**config.mk**
```make
export PLATFORM = sky130hd
export DESIGN_NAME = sprite_animator
export DESIGN_NICKNAME = d
export VERILOG_FILES = /design/src/rtl/sprite_pkg.sv /design/src/rtl/sprite_axis_mover.sv /design/src/rtl/sprite_animator.sv
export SDC_FILE = /design/constraint.sdc
export NUM_CORES = 1
export LEC_CHECK = 0
export ABC_AREA = 1
export CORE_MARGIN = 2
export CORE_UTILIZATION = 35
export CTS_CLUSTER_DIAMETER = 50
export DETAILED_ROUTE_END_ITERATION = 16
export PLACE_DENSITY = 0.67
export RECOVER_POWER = 100
export SETUP_SLACK_MARGIN = 0.4
export SLEW_MARGIN = 20
export SYNTH_ARGS = -nofsm -noshare
export SYNTH_HDL_FRONTEND = slang
export SYNTH_SLANG_ARGS = --single-unit
```
**constraint.sdc**
```tcl
create_clock -name clk_pix -period 2.7 [get_ports clk_pix]
set_clock_uncertainty 0.15 [all_clocks]
set_input_delay 0.54 -clock clk_pix [delete_from_list [all_inputs] [get_ports clk_pix]]
set_output_delay 0.54 -clock clk_pix [all_outputs]
set_load 0.02 [all_outputs]
```
**src/rtl/sprite_pkg.sv**
```systemverilog
// Shared types for the sprite animation/motion controller.
package sprite_pkg;

  typedef enum logic {ANIM_LOOP, ANIM_PINGPONG} anim_mode_t;
  typedef enum logic {EDGE_WRAP, EDGE_BOUNCE} edge_mode_t;
  typedef enum logic {DIR_NEG, DIR_POS} dir_t;

endpackage

```
**src/rtl/sprite_axis_mover.sv**
```systemverilog
// One-axis sprite position register with wrap-around or bounce at the screen edges.
module sprite_axis_mover
  import sprite_pkg::*;
#(
  parameter int         CORDW        = 12,
  parameter edge_mode_t EDGE_MODE    = EDGE_WRAP,
  parameter int         SPEED        = 6,
  parameter int         LIMIT_FULL   = 2200,
  parameter int         LIMIT_BOUNCE = 1536,
  parameter int         START        = 0,
  parameter dir_t       START_DIR    = DIR_NEG
) (
  input  logic             clk_pix,
  input  logic             rst,
  input  logic             step,
  output logic [CORDW-1:0] pos,
  output dir_t             dir
);

  localparam logic [CORDW:0] SPD  = (CORDW+1)'(SPEED);
  localparam logic [CORDW:0] FULL = (CORDW+1)'(LIMIT_FULL);
  localparam logic [CORDW:0] BND  = (CORDW+1)'(LIMIT_BOUNCE);

  logic [CORDW:0]   pos_w, inc, dec;
  logic [CORDW-1:0] pos_next;
  dir_t             dir_next;

  // Arithmetic is one bit wider than the coordinate so edge compares never overflow.
  always_comb begin
    pos_w    = {1'b0, pos};
    inc      = pos_w + SPD;
    dec      = pos_w - SPD;
    pos_next = pos;
    dir_next = dir;
    if (SPEED != 0) begin
      if (EDGE_MODE == EDGE_WRAP) begin
        if (dir == DIR_NEG)
          pos_next = CORDW'((pos_w > SPD) ? dec : FULL - (SPD - pos_w));
        else
          pos_next = CORDW'((inc >= FULL) ? inc - FULL : inc);
      end else if (dir == DIR_NEG) begin
        if (pos_w <= SPD) begin
          pos_next = '0;
          dir_next = DIR_POS;
        end else begin
          pos_next = CORDW'(dec);
        end
      end else if (inc >= BND) begin
        pos_next = CORDW'(BND);
        dir_next = DIR_NEG;
      end else begin
        pos_next = CORDW'(inc);
      end
    end
  end

  always_ff @(posedge clk_pix) begin
    if (rst) begin
      pos <= CORDW'(START);
      dir <= START_DIR;
    end else if (step) begin
      pos <= pos_next;
      dir <= dir_next;
    end
  end

endmodule

```
**src/rtl/sprite_animator.sv**
```systemverilog
// Per-sprite controller: frame sequencing, ROM base address, X/Y motion and line-start pulse.
module sprite_animator
  import sprite_pkg::*;
#(
  parameter int         CORDW           = 12,
  parameter int         ADDRW           = 11,
  parameter int         FRAMES          = 3,
  parameter int         FRAME_PIXELS    = 640,
  parameter int         TICKS_PER_FRAME = 16,
  parameter anim_mode_t ANIM_MODE       = ANIM_LOOP,
  parameter edge_mode_t EDGE_MODE       = EDGE_WRAP,
  parameter int         H_RES           = 1920,
  parameter int         V_RES           = 1080,
  parameter int         H_RES_FULL      = 2200,
  parameter int         V_RES_FULL      = 1125,
  parameter int         SPR_W_PX        = 384,
  parameter int         SPR_H_PX        = 240,
  parameter int         SPEED_X         = 6,
  parameter int         SPEED_Y         = 0,
  parameter int         START_X         = 0,
  parameter int         START_Y         = 420
) (
  input  logic                     clk_pix,
  input  logic                     rst,
  input  logic                     enable,
  input  logic                     frame_tick,
  input  logic [CORDW-1:0]         sx,
  input  logic [CORDW-1:0]         sy,
  output logic [CORDW-1:0]         sprx,
  output logic [CORDW-1:0]         spry,
  output logic [ADDRW-1:0]         spr_base_addr,
  output logic [$clog2(FRAMES):0]  frame_idx,
  output logic                     flip_x,
  output logic                     spr_start
);

  localparam int FW = $clog2(FRAMES) + 1;
  localparam int TW = (TICKS_PER_FRAME > 1) ? $clog2(TICKS_PER_FRAME) : 1;
  localparam logic [TW-1:0]    TICK_LAST  = TW'(TICKS_PER_FRAME - 1);
  localparam logic [FW-1:0]    FRAME_LAST = FW'(FRAMES - 1);
  localparam logic [ADDRW-1:0] FP         = ADDRW'(FRAME_PIXELS);

  if (FRAMES < 1) begin : g_chk_frames
    $error("FRAMES must be at least 1");
  end
  if (TICKS_PER_FRAME < 1) begin : g_chk_ticks
    $error("TICKS_PER_FRAME must be at least 1");
  end
  if (SPEED_X >= H_RES_FULL || SPEED_Y >= V_RES_FULL) begin : g_chk_speed
    $error("sprite speed must be below the full raster size");
  end
  if (FRAMES * FRAME_PIXELS > (1 << ADDRW)) begin : g_chk_rom
    $error("frame graphics do not fit the ROM address range");
  end

  logic             step, adv;
  logic [TW-1:0]    tick_cnt;
  dir_t             anim_dir, anim_dir_next, dir_x;
  logic [FW-1:0]    idx_next;
  logic [ADDRW-1:0] base_next;
  logic [CORDW-1:0] spry_cor;

  assign step = frame_tick && enable;
  assign adv  = step && (tick_cnt == TICK_LAST);

  // Base address follows the frame index by +/- FRAME_PIXELS so no multiplier is needed.
  always_comb begin
    idx_next      = frame_idx;
    base_next     = spr_base_addr;
    anim_dir_next = anim_dir;
    if (adv && FRAMES > 1) begin
      if (ANIM_MODE == ANIM_LOOP) begin
        if (frame_idx == FRAME_LAST) begin
          idx_next  = '0;
          base_next = '0;
        end else begin
          idx_next  = frame_idx + FW'(1);
          base_next = spr_base_addr + FP;
        end
      end else if (anim_dir == DIR_POS) begin
        if (frame_idx == FRAME_LAST) begin
          idx_next      = frame_idx - FW'(1);
          base_next     = spr_base_addr - FP;
          anim_dir_next = DIR_NEG;
        end else begin
          idx_next  = frame_idx + FW'(1);
          base_next = spr_base_addr + FP;
        end
      end else begin
        if (frame_idx == '0) begin
          idx_next      = FW'(1);
          base_next     = FP;
          anim_dir_next = DIR_POS;
        end else begin
          idx_next  = frame_idx - FW'(1);
          base_next = spr_base_addr - FP;
        end
      end
    end
  end

  // Start pulse leads the sprite's first line by one line so the engine can prefetch.
  assign spry_cor = (spry == '0) ? CORDW'(V_RES_FULL - 1) : spry - CORDW'(1);

  always_ff @(posedge clk_pix) begin
    if (rst) begin
      tick_cnt      <= '0;
      frame_idx     <= '0;
      spr_base_addr <= '0;
      anim_dir      <= DIR_POS;
      spr_start     <= 1'b0;
    end else begin
      if (step) tick_cnt <= (tick_cnt == TICK_LAST) ? '0 : tick_cnt + TW'(1);
      frame_idx     <= idx_next;
      spr_base_addr <= base_next;
      anim_dir      <= anim_dir_next;
      spr_start     <= (sy == spry_cor) && (sx == CORDW'(H_RES - 1));
    end
  end

  sprite_axis_mover #(
    .CORDW(CORDW), .EDGE_MODE(EDGE_MODE), .SPEED(SPEED_X), .LIMIT_FULL(H_RES_FULL),
    .LIMIT_BOUNCE(H_RES - SPR_W_PX), .START(START_X), .START_DIR(DIR_NEG)
  ) u_move_x (
    .clk_pix(clk_pix), .rst(rst), .step(step), .pos(sprx), .dir(dir_x)
  );

  sprite_axis_mover #(
    .CORDW(CORDW), .EDGE_MODE(EDGE_MODE), .SPEED(SPEED_Y), .LIMIT_FULL(V_RES_FULL),
    .LIMIT_BOUNCE(V_RES - SPR_H_PX), .START(START_Y), .START_DIR(DIR_POS)
  ) u_move_y (
    .clk_pix(clk_pix), .rst(rst), .step(step), .pos(spry), .dir()
  );

  assign flip_x = (dir_x == DIR_POS);

endmodule

```
-- After elaboration in Yosys (flattened, before gate mapping)
Cells that the tools add are included.
- add/subtract/negate cells: 6
- order comparisons: 1
- equal/unequal tests: 4
- multiplexer cells: 4
- reductions and logical operators: 3
- operators with widths (cell ; count):
    equality test 12 x 11 -> 1 bit, second input constant ; 1
    equality test 12 x 9 -> 1 bit, second input constant ; 1
    > comparator 12 x 3 -> 1 bit, second input constant ; 1
    two-way mux 12 bit ; 1
    subtractor 12 bit, first input constant ; 1
    subtractor 12 x 3 -> 12 bit, second input constant ; 1
    subtractor 3 x 12 -> 12 bit, first input constant ; 1
    adder 11 x 10 -> 11 bit, second input constant ; 1
    two-way mux 11 bit ; 1
    adder 4 x 1 -> 4 bit, second input constant ; 1
    equality test 4 bit, second input constant ; 1
    two-way mux 4 bit ; 1
    adder 3 x 1 -> 3 bit, second input constant ; 1
    equality test 3 x 2 -> 1 bit, second input constant ; 1
    logical AND 1 bit ; 3
    two-way mux 3 bit ; 1
- register bits after elaboration: 31
- bits of input ports: 28
- logic and storage cells: 23

-- Longest topological paths before layout
- depth after elaboration: 3
- depth in mapped cells: 8
- gate-level depth less buffers: 8

-- Cells and area by module
A second synthesis with hierarchy kept.
- cells, all modules: 337
- area, all modules: 2093.3 µm²
- modules (own cells, without submodules) (module ; times used ; cells each ; area an instance (µm²)):
    sprite_animator ; 1 ; 214 ; 1285.0
    sprite_axis_mover at u_move_x ; 1 ; 108 ; 703.2
    sprite_axis_mover at u_move_y ; 1 ; 15 ; 105.1

-- Worst setup path before layout
OpenSTA, ideal clock, no wires.
- path type: input to register
- start point: input port frame_tick
- end point: register u_move_x.pos[6]
- setup time: 0.120 ns
- arrival: 1.113 ns
- path slack: 1.317 ns
- stages: 6
- path buffers: 2
- cell sequence: nand2_2 buf_6 inv_2 buf_6 o21ai_0 a21oi_1
- word-level cells in the longest chain between the ends: 1
- RTL lines (element ; line ; RTL):
    start, declared ; sprite_animator.sv:26 ; input logic frame_tick,
    logical AND 1 bit ; sprite_animator.sv:63 ; assign step = frame_tick && enable;
    end signal, assigned ; sprite_axis_mover.sv:59 ; pos <= CORDW'(START);
    end signal, assigned ; sprite_axis_mover.sv:62 ; pos <= pos_next;
    end, declared ; sprite_axis_mover.sv:16 ; output logic [CORDW-1:0] pos,
Every way passes these cells.
A chain may end at the register's enable or synchronous reset.

-- Final worst setup path
- start point: input port frame_tick
- end point: register frame_idx[2]
- word-level cells in the longest chain between the ends: 2
- RTL lines (element ; line ; RTL):
    logical AND 1 bit ; sprite_animator.sv:63 ;
    logical AND 1 bit ; sprite_animator.sv:64 ; assign adv = step && (tick_cnt == TICK_LAST);
    end signal, assigned ; sprite_animator.sv:114 ; frame_idx <= idx_next;
    end, declared ; sprite_animator.sv:32 ; output logic [$clog2(FRAMES):0] frame_idx,
Every way passes these cells.

==> summary.md <==
| Metric | Value |
|---|---|
| Worst Path Max Fanout | `11` |
| Sequential share of the synthesized area | `about a third` |
| Family with the most delay on the worst path | `simple AND/OR/NAND/NOR gates` |
| Post-Synth XOR/XNOR Area | `approximately 2.4%` |
| Post-synthesis mux area share | `0%` |
| Clk sinks | `23` |
| GR Overflow Total | `0` |
| CP arrival | `~2.2 ns` |
| Die extent in x | `68.43 µm` |
| Cell taking the most area after synthesis | `dfxtp_1` |
| Worst ir drop on vdd | `~0.00031 V` |
| Iter 0 DRT Violations | `55` |
| RR Startpoint | `tick_cnt[0]$_SDFFE_PP0P_` |
| Row count | `23` |
| Largest net degree at the start of global routing | `17` |
| Drt total wl | `~3000 µm` |
| Clock buffer depth | `2` |
| Routed Antenna Nets | `0` |
| RSZ-0062 raised after global routing | `no` |
| Final min period | `~2.2 ns` |
| Antenna diodes | `0` |
| Static leakage | `0.8939 nW` |
| Largest family of logic cells by synthesized area | `simple AND/OR/NAND/NOR gates` |
| Critical path startpoint category | `input port` |
| Post-Synth Adder-Cell Area | `2.584%` |
| TritonCTS clock tree | `done` |
| Critical path's slowest cell | `dlygate4sd3_1` |
| HP Start | `tick_cnt[0]$_SDFFE_PP0P_` |
| PD cells | `roughly 460 nW/µm²` |
| CTS Buf Count | `3` |
| Area contributors post-synth | `dfxtp_1 32%, buf_4 11%, nor2_1 9.0%, nand2_1 8.8%, inv_1 5.2%` |
| Core area | `4000 µm²` |
| Yosys cell types | `30` |
| Cells after Synth | `212` |
| Final std cells w/o fill | `a little over 300` |
| Routed length per instance | `9.958 µm` |
| Worst skew pair latency | `around 0.27 ns` |
| # nets final | `~290` |
| #FFs+latches synth | `23` |
| CP Data Required Time | `about 2.7 ns` |
| Clk slew on worst S/H paths | `approximately 0.08 ns` |
| H-tree level count | `1` |
| Fin. Hold Viols | `0` |
| # Max-Cap Violations | `0` |
| Reg2Reg Depth | `6` |
| Die Y | `68.43 µm` |
| Netlist Area Pre-Place | `roughly 1500 µm²` |
| Max Fclk | `about 0.46 GHz` |
| Area fraction of the dominant cell type after synthesis | `around a third` |
| Setup crit end kind | `register` |
| Hold_buf cts | `0` |
| DRT Pass-1 Iters | `4` |
| CP bufs+invs | `1` |
| Setup_tns | `0 ns` |
| Post-DP HPWL | `approximately 2400 µm` |
| Placed cell areas | `between 1500 and 2000 µm²` |
| Finished Cell Area | `1887 µm²` |
| Min Hold Slack | `between 0.3 and 0.4 ns` |
| Hold Path Stages | `2` |
| Synth Area in Compound Gates | `8.269%` |
| Hold/Removal Path Class | `reg2reg` |
| Total GRT Usage | `13.79%` |
| I/O pin count | `68` |
| CTS Root Cell | `clkbuf_8` |
| Pre-CTS WS | `about 0.60 ns` |
| Vias in the first global route | `approximately 1200` |
| Hold Path End | `tick_cnt[0]$_SDFFE_PP0P_` |
| Initial core utilization | `between 30 and 40%` |
| Setup violations, final | `0` |
| Critical path type | `in2reg` |
| Final slew viol count | `0` |
| Simple logic cell fraction of the synthesized area | `a little over a third` |
| I/O Buffers | `between 40 and 50` |
| DRC | `0` |
| Die ar. | `approximately 4700 µm²` |
| Worst flop-to-flop path endpoint | `frame_idx[2]$_SDFFE_PP0N_` |
| Final period utilization | `around four fifths` |
| Worst R2R Setup Slack | `between 0.9 and 1 ns` |
| Final total power | `approximately 0.87 mW` |
| Crit path cell chain | `dlygate4sd3_1 -> nand2_1 -> nor2_1 -> nand3_1 -> o21ai_0 -> a21oi_1` |
| Utilization after layout | `47.17%` |
| Yosys warns | `0` |
| DR vias | `approximately 1400` |
| Layout cell share with drive strength beyond 1 | `~6.6%` |
| Mapped Avg Cell Area | `roughly 6.9 µm²` |
| Gpl congestion | `0.8393` |
| Slowest stage delay, CP | `0.52 ns` |
| Post-CTS Setup Bufs | `0` |
| Cells after DPL | `between 300 and 400` |
| Status | `finished, final reports clean` |
| Initial antenna violation count | `0` |
| Resized cells post-CTS | `0` |
| Syn-to-layout area delta | `29.89%` |
| Vias per std cell | `~4.5` |
| First-pass GRT wire length | `5030 µm` |
| Final worst-path setup slack | `~0.52 ns` |
[registers in the layout, summed over array words and instances (netlist names)]
name and cells:
u_move_x.pos 11, spr_base_addr 4, tick_cnt 4, frame_idx 3, spr_start 1
[how the worst max path moves through the flow]
| stage | from | end | slack (ns) | cells past startpoint |
|---|---|---|---|---|
| detailed placement | frame_tick | tick_cnt[3]$_SDFFE_PP0P_ | 0.60 | 6 |
| global placement | frame_tick | spr_base_addr[9]$_SDFFE_PP0N_ | 0.63 | 6 |
| global route | frame_tick | frame_idx[2]$_SDFFE_PP0N_ | 0.34 | 6 |
| floorplan | frame_tick | u_move_x.pos[6]$_SDFFE_PP0P_ | 1.32 | 6 |
| CTS | u_move_x.pos[4]$_SDFFE_PP0P_ | sprx[4] | 0.65 | 1 |
| finish | frame_tick | frame_idx[2]$_SDFFE_PP0N_ | 0.52 | 6 |
[worst reg2reg max path, cell delays in order, from the launching register on]
cell,delay [ns]
dfxtp_1,0.39
ha_1,0.22
nand3_2,0.08
nor2_1,0.37
nand3_1,0.19
o21ai_0,0.20
a21oi_1,0.05
[power by group]
| group | leakage, nW | total (mW) | switching (mW) | internal (mW) |
|---|---|---|---|---|
| Combinational | 0.684 | 0.274 | 0.165 | 0.109 |
| Clock | 0.0228 | 0.219 | 0.113 | 0.105 |
| Sequential | 0.187 | 0.378 | 0.0206 | 0.357 |
[cell type report]
class / count / area (µm²)
well taps: 50 / 62.56
inverters: 25 / 93.84
flip-flops and latches: 23 / 460.4
repair buffers: 46 / 460.4
multi-input cells: 158 / 764.5
clock buffers: 4 / 45.04
fillers: 429 / 2113
[cell usage in the layout, fill, tap and decap left out, drive strengths merged]
cell type      instances
nor2                  41
nand2                 37
clkdlybuf4s50         25
inv                   25
dfxtp                 23
conb                  21
dlygate4sd3           21
nand3                 16
a21oi                 10
o21ai                 10
nand4                  6
xor2                   4
clkbuf                 4
ha                     3
a31oi                  2
nor3                   2
nor3b                  2
o21bai                 1
or2                    1
nand3b                 1
nor4                   1
[cell usage after synthesis]
cell	instances
a21oi_1	10
a31oi_1	2
buf_2	2
buf_4	21
buf_6	2
conb_1	2
dfxtp_1	23
ha_1	3
inv_1	20
inv_2	5
nand2_1	34
nand2_2	2
nand2_4	1
nand3_1	15
nand3_2	1
nand3b_1	1
nand4_1	6
nor2_1	35
nor2_2	4
nor2_4	2
nor3_1	1
nor3_2	1
nor3b_1	1
nor3b_2	1
nor4_1	1
o21ai_0	9
o21ai_1	1
o21bai_1	1
or2_2	1
xor2_1	4
[per-layer routing]
layer | up-vias | track usage [%] | wire [µm] | share of wire [%]
li1 | 722 | - | - | -
met1 | 630 | 14.97 | 1304 | 43
met2 | 40 | 27.16 | 1596 | 52
met3 | 0 | 2.961 | 146 | 4.8
met4 | 0 | 2.250 | 0 | 0
met5 | - | 0 | 0 | 0
[cell families after synthesis]
| kind of cell | count (synthesis) |
|---|---|
| AND/OR/NAND/NOR | 107 |
| buffers and inverters | 50 |
| AO/OA/AOI/OAI | 23 |
| flip-flops | 23 |
| XOR/XNOR | 4 |
| adder cells (fa/ha/maj) | 3 |
| other | 2 |
No activity file was read; power rests on OpenSTA's default activity.
